[config.mk]
export PLATFORM = sky130hd
export DESIGN_NAME = chunked_addsub_flat
export DESIGN_NICKNAME = d
export VERILOG_FILES = /design/src/rtl/chunked_addsub_if.sv /design/src/rtl/chunked_addsub.sv /design/src/flat_wrapper.sv
export SDC_FILE = /design/constraint.sdc
export NUM_CORES = 1
export LEC_CHECK = 0
export CAP_MARGIN = 20
export CORE_MARGIN = 2
export CORE_UTILIZATION = 40
export DETAILED_ROUTE_END_ITERATION = 12
export PLACE_DENSITY_LB_ADDON = 0.2
export SYNTH_ARGS = -nofsm -noshare
export SYNTH_HDL_FRONTEND = slang
export SYNTH_SLANG_ARGS = --single-unit
[constraint.sdc]
create_clock -name clk -period 6.3 [get_ports clk]
set_input_delay 0.63 -clock clk [delete_from_list [all_inputs] [get_ports clk]]
set_output_delay 0.63 -clock clk [all_outputs]
set_load 0.01 [all_outputs]
[src/rtl/chunked_addsub_if.sv]
// Handshake and data bundle for chunked_addsub: operand side (in_*) and result side (out_*).
interface chunked_addsub_if #(
  parameter int WIDTH = 16
);
  logic             in_valid;
  logic             in_ready;
  logic [WIDTH-1:0] a;
  logic [WIDTH-1:0] b;
  logic             c_in;
  logic             sub;
  logic             out_valid;
  logic             out_ready;
  logic [WIDTH-1:0] sum;
  logic             c_out;
  logic             ovf;

  modport master (
    output in_valid, a, b, c_in, sub, out_ready,
    input  in_ready, out_valid, sum, c_out, ovf
  );

  modport slave (
    input  in_valid, a, b, c_in, sub, out_ready,
    output in_ready, out_valid, sum, c_out, ovf
  );
endinterface

[src/rtl/chunked_addsub.sv]
// Multi-cycle WIDTH-bit add/subtract, CHUNK bits per clock, with the ripple carry
// held in a register between chunks and valid/ready handshakes on both sides.
//
// state | meaning
// IDLE  | waiting for operands, in_ready=1, last result held on sum/c_out/ovf
// CALC  | one chunk added per clock, lowest chunk first
// DONE  | result valid, held until out_ready
module chunked_addsub #(
  parameter int WIDTH = 16,
  parameter int CHUNK = 4
) (
  input logic             clk,
  input logic             rst_n,
  chunked_addsub_if.slave bus
);
  localparam int NCHUNK = WIDTH / CHUNK;
  localparam int IDXW = (NCHUNK > 1) ? $clog2(NCHUNK) : 1;
  localparam logic [IDXW-1:0] LAST_IDX = IDXW'(NCHUNK - 1);

  typedef enum logic [1:0] {IDLE, CALC, DONE} state_t;

  state_t           state_q;
  state_t           state_d;
  logic [WIDTH-1:0] op_a;
  logic [WIDTH-1:0] op_b;
  logic [WIDTH-1:0] sum_q;
  logic [WIDTH-1:0] sum_next;
  logic             carry;
  logic             c_out_q;
  logic             ovf_q;
  logic [IDXW-1:0]  idx;
  logic [CHUNK:0]   chunk_res;
  logic             last_chunk;

  assign last_chunk = (idx == LAST_IDX);

  // Current chunk plus carry; sum_next is the full result word once this chunk lands.
  always_comb begin
    chunk_res = {1'b0, op_a[idx*CHUNK +: CHUNK]} + {1'b0, op_b[idx*CHUNK +: CHUNK]}
              + {{CHUNK{1'b0}}, carry};
    sum_next = sum_q;
    sum_next[idx*CHUNK +: CHUNK] = chunk_res[CHUNK-1:0];
  end

  always_ff @(posedge clk or negedge rst_n) begin
    if (!rst_n) begin
      state_q <= IDLE;
    end else begin
      state_q <= state_d;
    end
  end

  always_comb begin
    state_d       = state_q;
    bus.in_ready  = 1'b0;
    bus.out_valid = 1'b0;
    case (state_q)
      IDLE: begin
        bus.in_ready = 1'b1;
        if (bus.in_valid) state_d = CALC;
      end
      CALC: begin
        if (last_chunk) state_d = DONE;
      end
      DONE: begin
        bus.out_valid = 1'b1;
        if (bus.out_ready) state_d = IDLE;
      end
      default: state_d = IDLE;
    endcase
  end

  // Subtraction is a + ~b + ~borrow, so the operand and carry are inverted at capture.
  always_ff @(posedge clk or negedge rst_n) begin
    if (!rst_n) begin
      op_a    <= '0;
      op_b    <= '0;
      carry   <= 1'b0;
      idx     <= '0;
      sum_q   <= '0;
      c_out_q <= 1'b0;
      ovf_q   <= 1'b0;
    end else begin
      case (state_q)
        IDLE: begin
          if (bus.in_valid) begin
            op_a  <= bus.a;
            op_b  <= bus.sub ? ~bus.b : bus.b;
            carry <= bus.sub ? ~bus.c_in : bus.c_in;
            idx   <= '0;
          end
        end
        CALC: begin
          sum_q <= sum_next;
          carry <= chunk_res[CHUNK];
          idx   <= idx + 1'b1;
          if (last_chunk) begin
            c_out_q <= chunk_res[CHUNK];
            ovf_q   <= (op_a[WIDTH-1] == op_b[WIDTH-1]) && (sum_next[WIDTH-1] != op_a[WIDTH-1]);
          end
        end
        default: ;
      endcase
    end
  end

  assign bus.sum   = sum_q;
  assign bus.c_out = c_out_q;
  assign bus.ovf   = ovf_q;
endmodule

[src/flat_wrapper.sv]
// flat-port wrapper written by rule: the top's interface ports become plain ports
module chunked_addsub_flat 
#(
  parameter int WIDTH = 16,
  parameter int CHUNK = 4
)
  (clk, rst_n, bus_in_valid, bus_a, bus_b, bus_c_in, bus_sub, bus_out_ready, bus_in_ready, bus_out_valid, bus_sum, bus_c_out, bus_ovf);
  chunked_addsub_if #(.WIDTH(WIDTH)) bus_i ();
  input logic clk;
  input logic rst_n;
  input wire logic [$bits(bus_i.in_valid)-1:0] bus_in_valid;
  input wire logic [$bits(bus_i.a)-1:0] bus_a;
  input wire logic [$bits(bus_i.b)-1:0] bus_b;
  input wire logic [$bits(bus_i.c_in)-1:0] bus_c_in;
  input wire logic [$bits(bus_i.sub)-1:0] bus_sub;
  input wire logic [$bits(bus_i.out_ready)-1:0] bus_out_ready;
  output wire logic [$bits(bus_i.in_ready)-1:0] bus_in_ready;
  output wire logic [$bits(bus_i.out_valid)-1:0] bus_out_valid;
  output wire logic [$bits(bus_i.sum)-1:0] bus_sum;
  output wire logic [$bits(bus_i.c_out)-1:0] bus_c_out;
  output wire logic [$bits(bus_i.ovf)-1:0] bus_ovf;
  assign bus_i.in_valid = bus_in_valid;
  assign bus_i.a = bus_a;
  assign bus_i.b = bus_b;
  assign bus_i.c_in = bus_c_in;
  assign bus_i.sub = bus_sub;
  assign bus_i.out_ready = bus_out_ready;
  assign bus_in_ready = bus_i.in_ready;
  assign bus_out_valid = bus_i.out_valid;
  assign bus_sum = bus_i.sum;
  assign bus_c_out = bus_i.c_out;
  assign bus_ovf = bus_i.ovf;
  chunked_addsub #(.WIDTH(WIDTH), .CHUNK(CHUNK)) u_core (.clk(clk), .rst_n(rst_n), .bus(bus_i));
endmodule
# Yosys cells after proc, flatten, opt, wreduce, memory -nomap -nowiden
# Cells that the tools add are included.
# Widths: inputs -> output; s select.
# totals
reg_bits	55
inputBits	38
output_inout_bits	20
elab_cells	46
# op_classes
addsub	4
n_eq_ne	8
n_shift	4
muxes	13
n_bitwise	2
n_reduce_logical	7
# ops
cell	n
$neg 4->34	1
$shift 4x34->16 const A	1
$shiftx 4x34->16	1
$shiftx 16x5->4	2
$bwmux 16	1
$mux 16	1
$not 16->16	1
$mux 2	4
$pmux 2 s3	1
$reduce_and 2->1	3
$add 4x4->5	1
$add 5x1->5	1
$eq 2x2->1 const B	2
$mux 1	4
$ne 2x2->1 const B	2
$pmux 2 s2	1
$reduce_and 3->1	1
$add 2x1->2 const B	1
$eq 2x1->1 const B	1
$logic_not 2->1	1
$ne 2x1->1 const B	1
$pmux 1 s2	1
$reduce_bool 2->1	1
$eq 1x1->1	1
other kinds (3)	3

# Longest topological paths before layout
# Gate-level depths: netlist of the first run.
# depth
word_depth	7
depth_mapped	9
mapped_depth_nobuf	8

# Worst setup path after synthesis of the first run
# OpenSTA, ideal clock, no wires.
# synth_path
path_type	register to register
startpoint	reg u_core.idx[0]
endpoint	reg u_core.ovf_q, in the netlist u_core.bus.ovf
setup_ns	0.069
t_arrival_ns	2.557
required_time_ns	6.231
setup_slack_ns	3.674
stages_incl_launch_ff	9
path_buffers	1
synth_period_minus_slack_ns	2.626
path_cell_list	dfrtp_1 buf_2 mux4_2 fa_1 a21o_1 a21oi_2 xnor2_1 a311o_1 nand3_1
# synth_between
elab_chain_cells	7
elab_cells_between_ends	12
classes_between	add/sub (3); eq/ne (2); shift (4); mux (1); reduce/logical (2)
# synth_lines
element	line	text
from (decl)	chunked_addsub.sv:31	logic [IDXW-1:0] idx;
from (signal assigned)	chunked_addsub.sv:96	idx <= idx + 1'b1;
$shiftx 16x5->4	chunked_addsub.sv:39	chunk_res = {1'b0, op_a[idx*CHUNK +: CHUNK]} + {1'b0, op_b[idx*CHUNK +: CHUNK]}
$add 4x4->5	chunked_addsub.sv:39	
$add 5x1->5	chunked_addsub.sv:40	+ {{CHUNK{1'b0}}, carry};
$shiftx 4x34->16	chunked_addsub.sv:42	sum_next[idx*CHUNK +: CHUNK] = chunk_res[CHUNK-1:0];
$bwmux 16	chunked_addsub.sv:42	
$ne 1x1->1	chunked_addsub.sv:99	ovf_q <= (op_a[WIDTH-1] == op_b[WIDTH-1]) && (sum_next[WIDTH-1] != op_a[WIDTH-1]);
$logic_and 1x1->1	chunked_addsub.sv:99	
to (signal assigned)	chunked_addsub.sv:99	
to (decl)	chunked_addsub.sv:30	logic ovf_q;
# Several ways; a longest one is shown, not always the timed one.
# A chain may end at the register's enable or synchronous reset.

# Worst setup path after layout of the first run
# Same ends and word-level chain as after synthesis.

==> summary.md, run 1 <==
| Metric | Value |
|---|---|
| Bufs and invs on worst path | `0` |
| Clk root buf | `clkbuf_8` |
| DR iter-0 viols | `approximately 110` |
| Finished Cell Area | `0.00337 sq mm` |
| Cell Rows | `29` |
| Ys async rst share | `100%` |
| Layout cells sized above 1 | `13.1%` |
| Fin nets | `330` |
| GR Layer Usage met2 | `between 20% and 30%` |
| Top-area cell type share of the netlist area | `around 51%` |
| First-pass GRT wire length | `roughly 8600 um` |
| Final Hold Vio Count | `0` |
| Largest net degree at the start of global routing | `56` |
| DRC | `0` |
| P&R area growth vs syn | `25.6%` |
| Syn Nets | `276` |
| Post-cts resize count | `0` |
| Yosys warns | `0` |
| Number of synthesized register bits | `between 50 and 60` |
| GRT met3 Usage | `3.46%` |
| Multi-input gate area | `around 0.0012 sq mm` |
| Kind of critical path | `register to register` |
| Crit-path max FO | `17` |
| Multiplexer area fraction after synthesis | `a little over an eighth` |
| Crit-path max cell delay | `~850 ps` |
| HPWL Detailed | `between 3000 and 4000 um` |
| Setup violations, final | `0` |
| Num ports | `a little under 60` |
| Dominant combinational cell family by area after synthesis | `multiplexers` |
| Die span in x | `85.9 um` |
| Critical Path End Type | `register` |
| Vias in the first global route | `about 1800` |
| DRT Pass-1 Iters | `5` |
| Syn Inst Count | `227` |
| FMAX | `341 MHz` |
| Worst EP arrival | `~3100 ps` |
| Synth area leaders | `dfrtp_1, mux4_2, mux2_2` |
| Grt peak-use layer | `met2` |
| Dpl cells | `351` |
| CP Launch Type | `register` |
| Crit path max-delay cell type | `dfrtp_1` |
| Compound-gate portion of the synthesized area | `10.9%` |
| Min-delay worst type | `primary input to async pin` |
| Drt total wl | `roughly 5000 um` |
| Worst VDD drop | `approximately 0.26 mV` |
| Total power draw | `approximately 1.7 mW` |
| Largest area contributor in the synthesized netlist | `dfrtp_1` |
| Starting density of the core | `roughly two fifths` |
| Post-Syn Area | `about 0.0027 sq mm` |
| Crit path required time | `approximately 6500 ps` |
| CTS Buf Count | `5` |
| Total number of vias | `about 1800` |
| GR met1 Demand/Resource | `between 20% and 30%` |
| GPL Wtd Cong | `roughly 0.75` |
| Slew @ Worst Pin | `approximately 970 ps` |
| Initial antenna violation count | `0` |
| Final max-slew violation count | `0` |
| H-Tree Depth | `2` |
| Final period util | `46.5%` |
| Die Ht | `about 86 um` |
| Mean area per synthesized cell | `11.8 sq um` |
| Latest clock arrival within the worst-skew pair | `around 300 ps` |
| Min Tclk post-route | `slightly below 3000 ps` |
| Sequential cell area | `about 0.0014 sq mm` |
| Synth Area in XOR/XNOR | `under 10%` |
| Pwr/cell area | `517 mW/mm^2` |
| Die area | `~0.0074 sq mm` |
| Max-Cap Viols | `0` |
| CTS tree | `yes` |
| Area of the core | `around 0.0064 sq mm` |
| Finished Layout Cells | `359` |
| DR vias/cell | `between 5 and 6` |
| Adder-Cell Fraction of Synth Area | `about 5.7%` |
| # clock sinks | `55` |
| Status | `completed` |
| Register area share after synthesis | `51.3%` |
| Drt wl/cell | `about 14 um` |
| Post-Route Skew | `between 9 and 10 ps` |
| Total negative slack | `0 ps` |
| Clk pin slew, worst setup/hold paths | `90 ps` |
| Number of port buffers | `between 50 and 60` |
| Inserted Diodes | `0` |
| Most used DFF post-synth | `dfrtp_1` |
| CTS Hold Buffers Added | `0` |
| Post-CTS Setup Bufs | `0` |
| EDFF count, synth | `0` |
| Fillers | `between 600 and 700` |
| Clock Path Buffers | `2` |
| Post-route ant nets | `0` |
| Setup WS pre-CTS | `about 3300 ps` |
| Synth Area in Simple Gates | `under 10%` |
| Cell variety after synth | `35` |
| Crit path max-delay family | `flip-flops` |
| Slew headroom | `between 30% and 40%` |
| Leakage power | `1.39 nW` |
| RSZ-0062 raised after global routing | `no` |
| Grt ovf | `0` |
| Critical path cell sequence | `mux4_2, fa_1, a21o_1, a21oi_2, xnor2_1, a311o_1, nand3_1` |
| DP Area | `around 0.0033 sq mm` |
| Post-route setup slack | `between 3000 and 4000 ps` |
| All-Layer GR Usage | `roughly 15%` |
## synthesized netlist by cell type (3+ instances only)
master   count
dfrtp_1     55
nor2_1      22
a21oi_1     18
nand2_1     17
xnor2_1     17
mux2_2      15
ha_1         9
mux4_2       8
o21ai_0      8
buf_2        7
inv_1        7
o31ai_1      5
a22o_1       4
a22o_2       4
nand3_1      3
## cells by family (layout without fill, tap and decap cells)
family / count (synthesis) / count (layout)
XOR/XNOR: 19 / 19
flip-flops: 55 / 55
buffers and inverters: 18 / 73
multiplexers: 24 / 24
AND/OR/NAND/NOR: 55 / 55
AO/OA/AOI/OAI: 45 / 45
adder cells (fa/ha/maj): 11 / 11
## final cells by class
| cell class | instances | area share, % |
|---|---|---|
| Multi-Input combinational cell | 154 | 36.1 |
| Timing Repair Buffer | 58 | 17.0 |
| Sequential cell | 55 | 40.8 |
| Clock buffer | 7 | 2.26 |
| Tap cell | 77 | 2.86 |
| Inverter | 7 | 0.780 |
| Clock inverter | 1 | 0.148 |
## per-layer routing
| metal | routed length (um) | part of all wire [%] |
|---|---|---|
| met5 | 0 | 0 |
| met4 | 44 | 0.88 |
| met3 | 251 | 5.0 |
| met2 | 2350 | 47 |
| met1 | 2370 | 47 |
## per-stage QoR
stage	util (%)	hold WS [ps]
2_1_floorplan	-	334
3_3_place_gp	51.2	467
3_5_place_dp	51.2	474
4_1_cts	52.5	479
5_1_grt	52.5	498
6_report	52.5	431
## worst reg2reg max path, stage by stage (launching register included)
cell	delay, ps
dfrtp_1	850
mux4_2	610
fa_1	420
a21o_1	180
a21oi_2	150
xnor2_1	290
a311o_1	250
nand3_1	70
## state kept, by name (all words and copies together) (netlist names)
register,count
u_core.bus.sum,16
u_core.bus.c_out,1
u_core.state_q,2
u_core.op_b,16
u_core.bus.ovf,1
u_core.carry,1
u_core.op_a,16
u_core.idx,2
## power breakdown
| part | internal [mW] | switching [mW] |
|---|---|---|
| combinational | 0.447 | 0.477 |
| clock | 0.0783 | 0.107 |
| sequential | 0.511 | 0.124 |
| total | 1.04 | 0.709 |
## worst paths after layout
| kind | start | end | slack, ps | cells past startpoint |
|---|---|---|---|---|
| setup / recovery | u_core.idx[0] | u_core.bus.ovf | 3370 | 7 |
| hold / removal | rst_n | u_core.op_a[3] | 430 | 2 |
| setup reg to reg | u_core.idx[0] | u_core.bus.ovf | 3370 | 7 |
| hold reg to reg | u_core.bus.c_out | u_core.bus.c_out | 490 | 2 |
| max in group asynchronous | rst_n | u_core.op_b[9] | 5400 | 2 |
| min in group clk | u_core.bus.c_out | u_core.bus.c_out | 490 | 2 |
## cells in the final DEF, fill, tap and decap left out, drive strengths merged
cell	instances
a21o	2
a21oi	19
a22o	8
a22oi	1
a311o	1
and2	1
and4	1
buf	2
clkbuf	7
clkdlybuf4s50	56
clkinv	1
dfrtp	55
fa	2
ha	9
inv	7
mux2	16
mux4	8
nand2	17
nand2b	2
nand3	3
nand3b	1
nand4	2
nor2	22
nor2b	2
nor3	2
nor4	1
o21ai	8
o21bai	1
o31ai	5
or2b	1
xnor2	17
xor2	2
No activity file was read; power rests on OpenSTA's default activity.
==> run 2, diff against run 1 <==
Clock period 6.3 ns to 2.4 ns, I/O delays scaled along.
==> run 2 against run 1 <==
  * Total power grew to 2.9 times the previous value
  * Final cell count is 1.9% higher
  * Critical path type unchanged
  * Sequential share of layout area is 1.3 points lower
  * Fmax is 25% higher
  * Critical endpoint unchanged
  * Clock skew is 0.55 ps lower
  * The run now ends with negative hold slack left
==> summary.md, run 2 (same netlist as run 1, synthesis figures left out) <==
| Metric | Value |
|---|---|
| Status | `finished, violations left` |
| Failing checks | `negative hold slack` |
| DP Area | `roughly 0.0034 sq mm` |
| Crit-path max FO | `6` |
| Cell Rows | `29` |
| Clk pin slew, worst setup/hold paths | `100 ps` |
| Kind of critical path | `register to register` |
| Min-delay worst type | `primary input to async pin` |
| CTS Buf Count | `5` |
| Post-route ant nets | `0` |
| Num ports | `between 50 and 60` |
| Switching Share | `between 30% and 40%` |
| All-Layer GR Usage | `between 15 and 20%` |
| Final period util | `between 90% and 100%` |
| P&R area growth vs syn | `29.8%` |
| GR Layer Usage met2 | `between 20% and 30%` |
| CP Launch Type | `register` |
| Number of port buffers | `57` |
| Most frequent cells in the layout | `clkdlybuf4s50_1, dfrtp_1, nor2_1` |
| H-Tree Depth | `2` |
| Final max-slew violation count | `0` |
| Clock Path Buffers | `2` |
| RSZ-0062 raised after global routing | `yes` |
| Switching Power | `a little under 2 mW` |
| Worst VDD drop | `0.552 mV` |
| Drt wl/cell | `~14 um` |
| Clock power frac | `about a tenth` |
| DRC | `0` |
| Die span in x | `85.9 um` |
| # clock sinks | `55` |
| CTS tree | `yes` |
| Total power draw | `between 5 and 6 mW` |
| Inserted Diodes | `0` |
| Leakage power | `around 1.4 nW` |
| HPWL Detailed | `~4000 um` |
| Initial antenna violation count | `0` |
| Grt ovf | `0` |
| Area of the core | `around 0.0064 sq mm` |
| Latest clock arrival within the worst-skew pair | `310 ps` |
| Fin nets | `approximately 340` |
| Total number of vias | `approximately 1900` |
| Most common cell after layout, fill and taps aside | `clkdlybuf4s50_1` |
| Min Tclk post-route | `between 2000 and 2500 ps` |
| Layout cells sized above 1 | `between 10% and 20%` |
| GRT met3 Usage | `roughly 4.0%` |
| Hold_ws | `-11.3 ps` |
| Pint | `about 3.1 mW` |
| Post-route setup slack | `between 40 and 50 ps` |
| Setup WS pre-CTS | `roughly 47 ps` |
| Critical Path End Type | `register` |
| Finished Cell Area | `roughly 0.0035 sq mm` |
| Slew headroom | `around 50%` |
| Reg2reg path depth | `7` |
| Clk root buf | `clkbuf_8` |
| Worst EP arrival | `roughly 2600 ps` |
| Crit path required time | `approximately 2600 ps` |
| Max-Cap Viols | `0` |
| FMAX | `425 MHz` |
| Die Ht | `approximately 86 um` |
| Sequential power share | `approximately a third` |
| Vias in the first global route | `about 1800` |
| GPL Wtd Cong | `approximately 0.8` |
| First-pass GRT wire length | `just under 9000 um` |
| DR iter-0 viols | `between 70 and 80` |
| Slew @ Worst Pin | `about 750 ps` |
| Largest net degree at the start of global routing | `53` |
| Setup violations, final | `0` |
| Post-Route Skew | `a little over 9 ps` |
| Die area | `approximately 0.0074 sq mm` |
| DR vias/cell | `about 5` |
| Starting density of the core | `a little over two fifths` |
| Utilization after layout | `54.2%` |
| Final Hold Vio Count | `10` |
| Grt peak-use layer | `met2` |
| GR met1 Demand/Resource | `between 15 and 20%` |
| Pwr/cell area | `roughly 1500 mW/mm^2` |
| Drt total wl | `5230 um` |
| CTS Hold Buffers Added | `0` |
| DRT Pass-1 Iters | `4` |
| Combinational Power Share | `57.5%` |
[run 2: changes by cell type in the layout (fill, tap and decap cells not counted), sizes merged]
cell and delta:
clkbuf -1, buf +8
[run 2: area by class of cell]
class	instances	area (sq um)
Sequential cell	55	1380
Tap cell	77	96.3
Multi-Input combinational cell	154	1250
Inverter	7	26.3
Clock inverter	1	5.00
Fill cell	574	2940
Clock buffer	6	82.6
Timing Repair Buffer	66	649
[run 2: power groups by stage]
stage	clock, mW	sequential, mW	combinational (mW)
2_1_floorplan	0	1.60	1.85
3_3_place_gp	0	1.66	2.58
3_5_place_dp	0	1.66	2.62
4_1_cts	0.531	1.65	2.62
5_1_grt	0.570	1.70	3.18
6_report	0.512	1.64	2.91
[run 2: what timing repair did]
| item | in CTS | in global routing |
|---|---|---|
| resized for setup | 0 | 5 |
| endpoints found under the setup margin | 0 | 6 |
| setup buffers | 0 | 2 |
[run 2: routing by layer]
| layer | vias to the layer above | share of wire [%] |
|---|---|---|
| met2 | 47 | 47 |
| met4 | 0 | 0.88 |
| met5 | - | 0 |
| li1 | 917 | - |
| met1 | 891 | 47 |
| met3 | 7 | 4.9 |
[run 2: worst paths after layout]
check | end | from | slack (ps)
min in group clk | u_core.bus.sum[2] | u_core.bus.sum[2] | 480
setup / recovery | u_core.bus.ovf | u_core.idx[0] | 50
max in group asynchronous | u_core.op_b[4] | rst_n | 1720
setup reg to reg | u_core.bus.ovf | u_core.idx[0] | 50
hold reg to reg | u_core.bus.sum[2] | u_core.bus.sum[2] | 480
hold / removal | u_core.state_q[1] | rst_n | -10
[run 2: stage by stage]
| step | cells | hold slack, ps | TNS [ps] |
|---|---|---|---|
| 4_1_cts | 364 | 12.6 | 0 |
| 6_report | 366 | -11.3 | 0 |
| 3_3_place_gp | 357 | 339 | 0 |
| 3_5_place_dp | 357 | 350 | 0 |
| 5_1_grt | 366 | 49.8 | -136 |
| 2_1_floorplan | 227 | -55.6 | 0 |
[run 2: worst max-delay path, cell delays in order, from the launching register on]
cell and delay [ps]:
dfrtp_2 470, mux4_2 550, fa_2 380, a21o_1 170
a21oi_2 180, xnor2_2 110, a311o_1 360, nand3_1 60
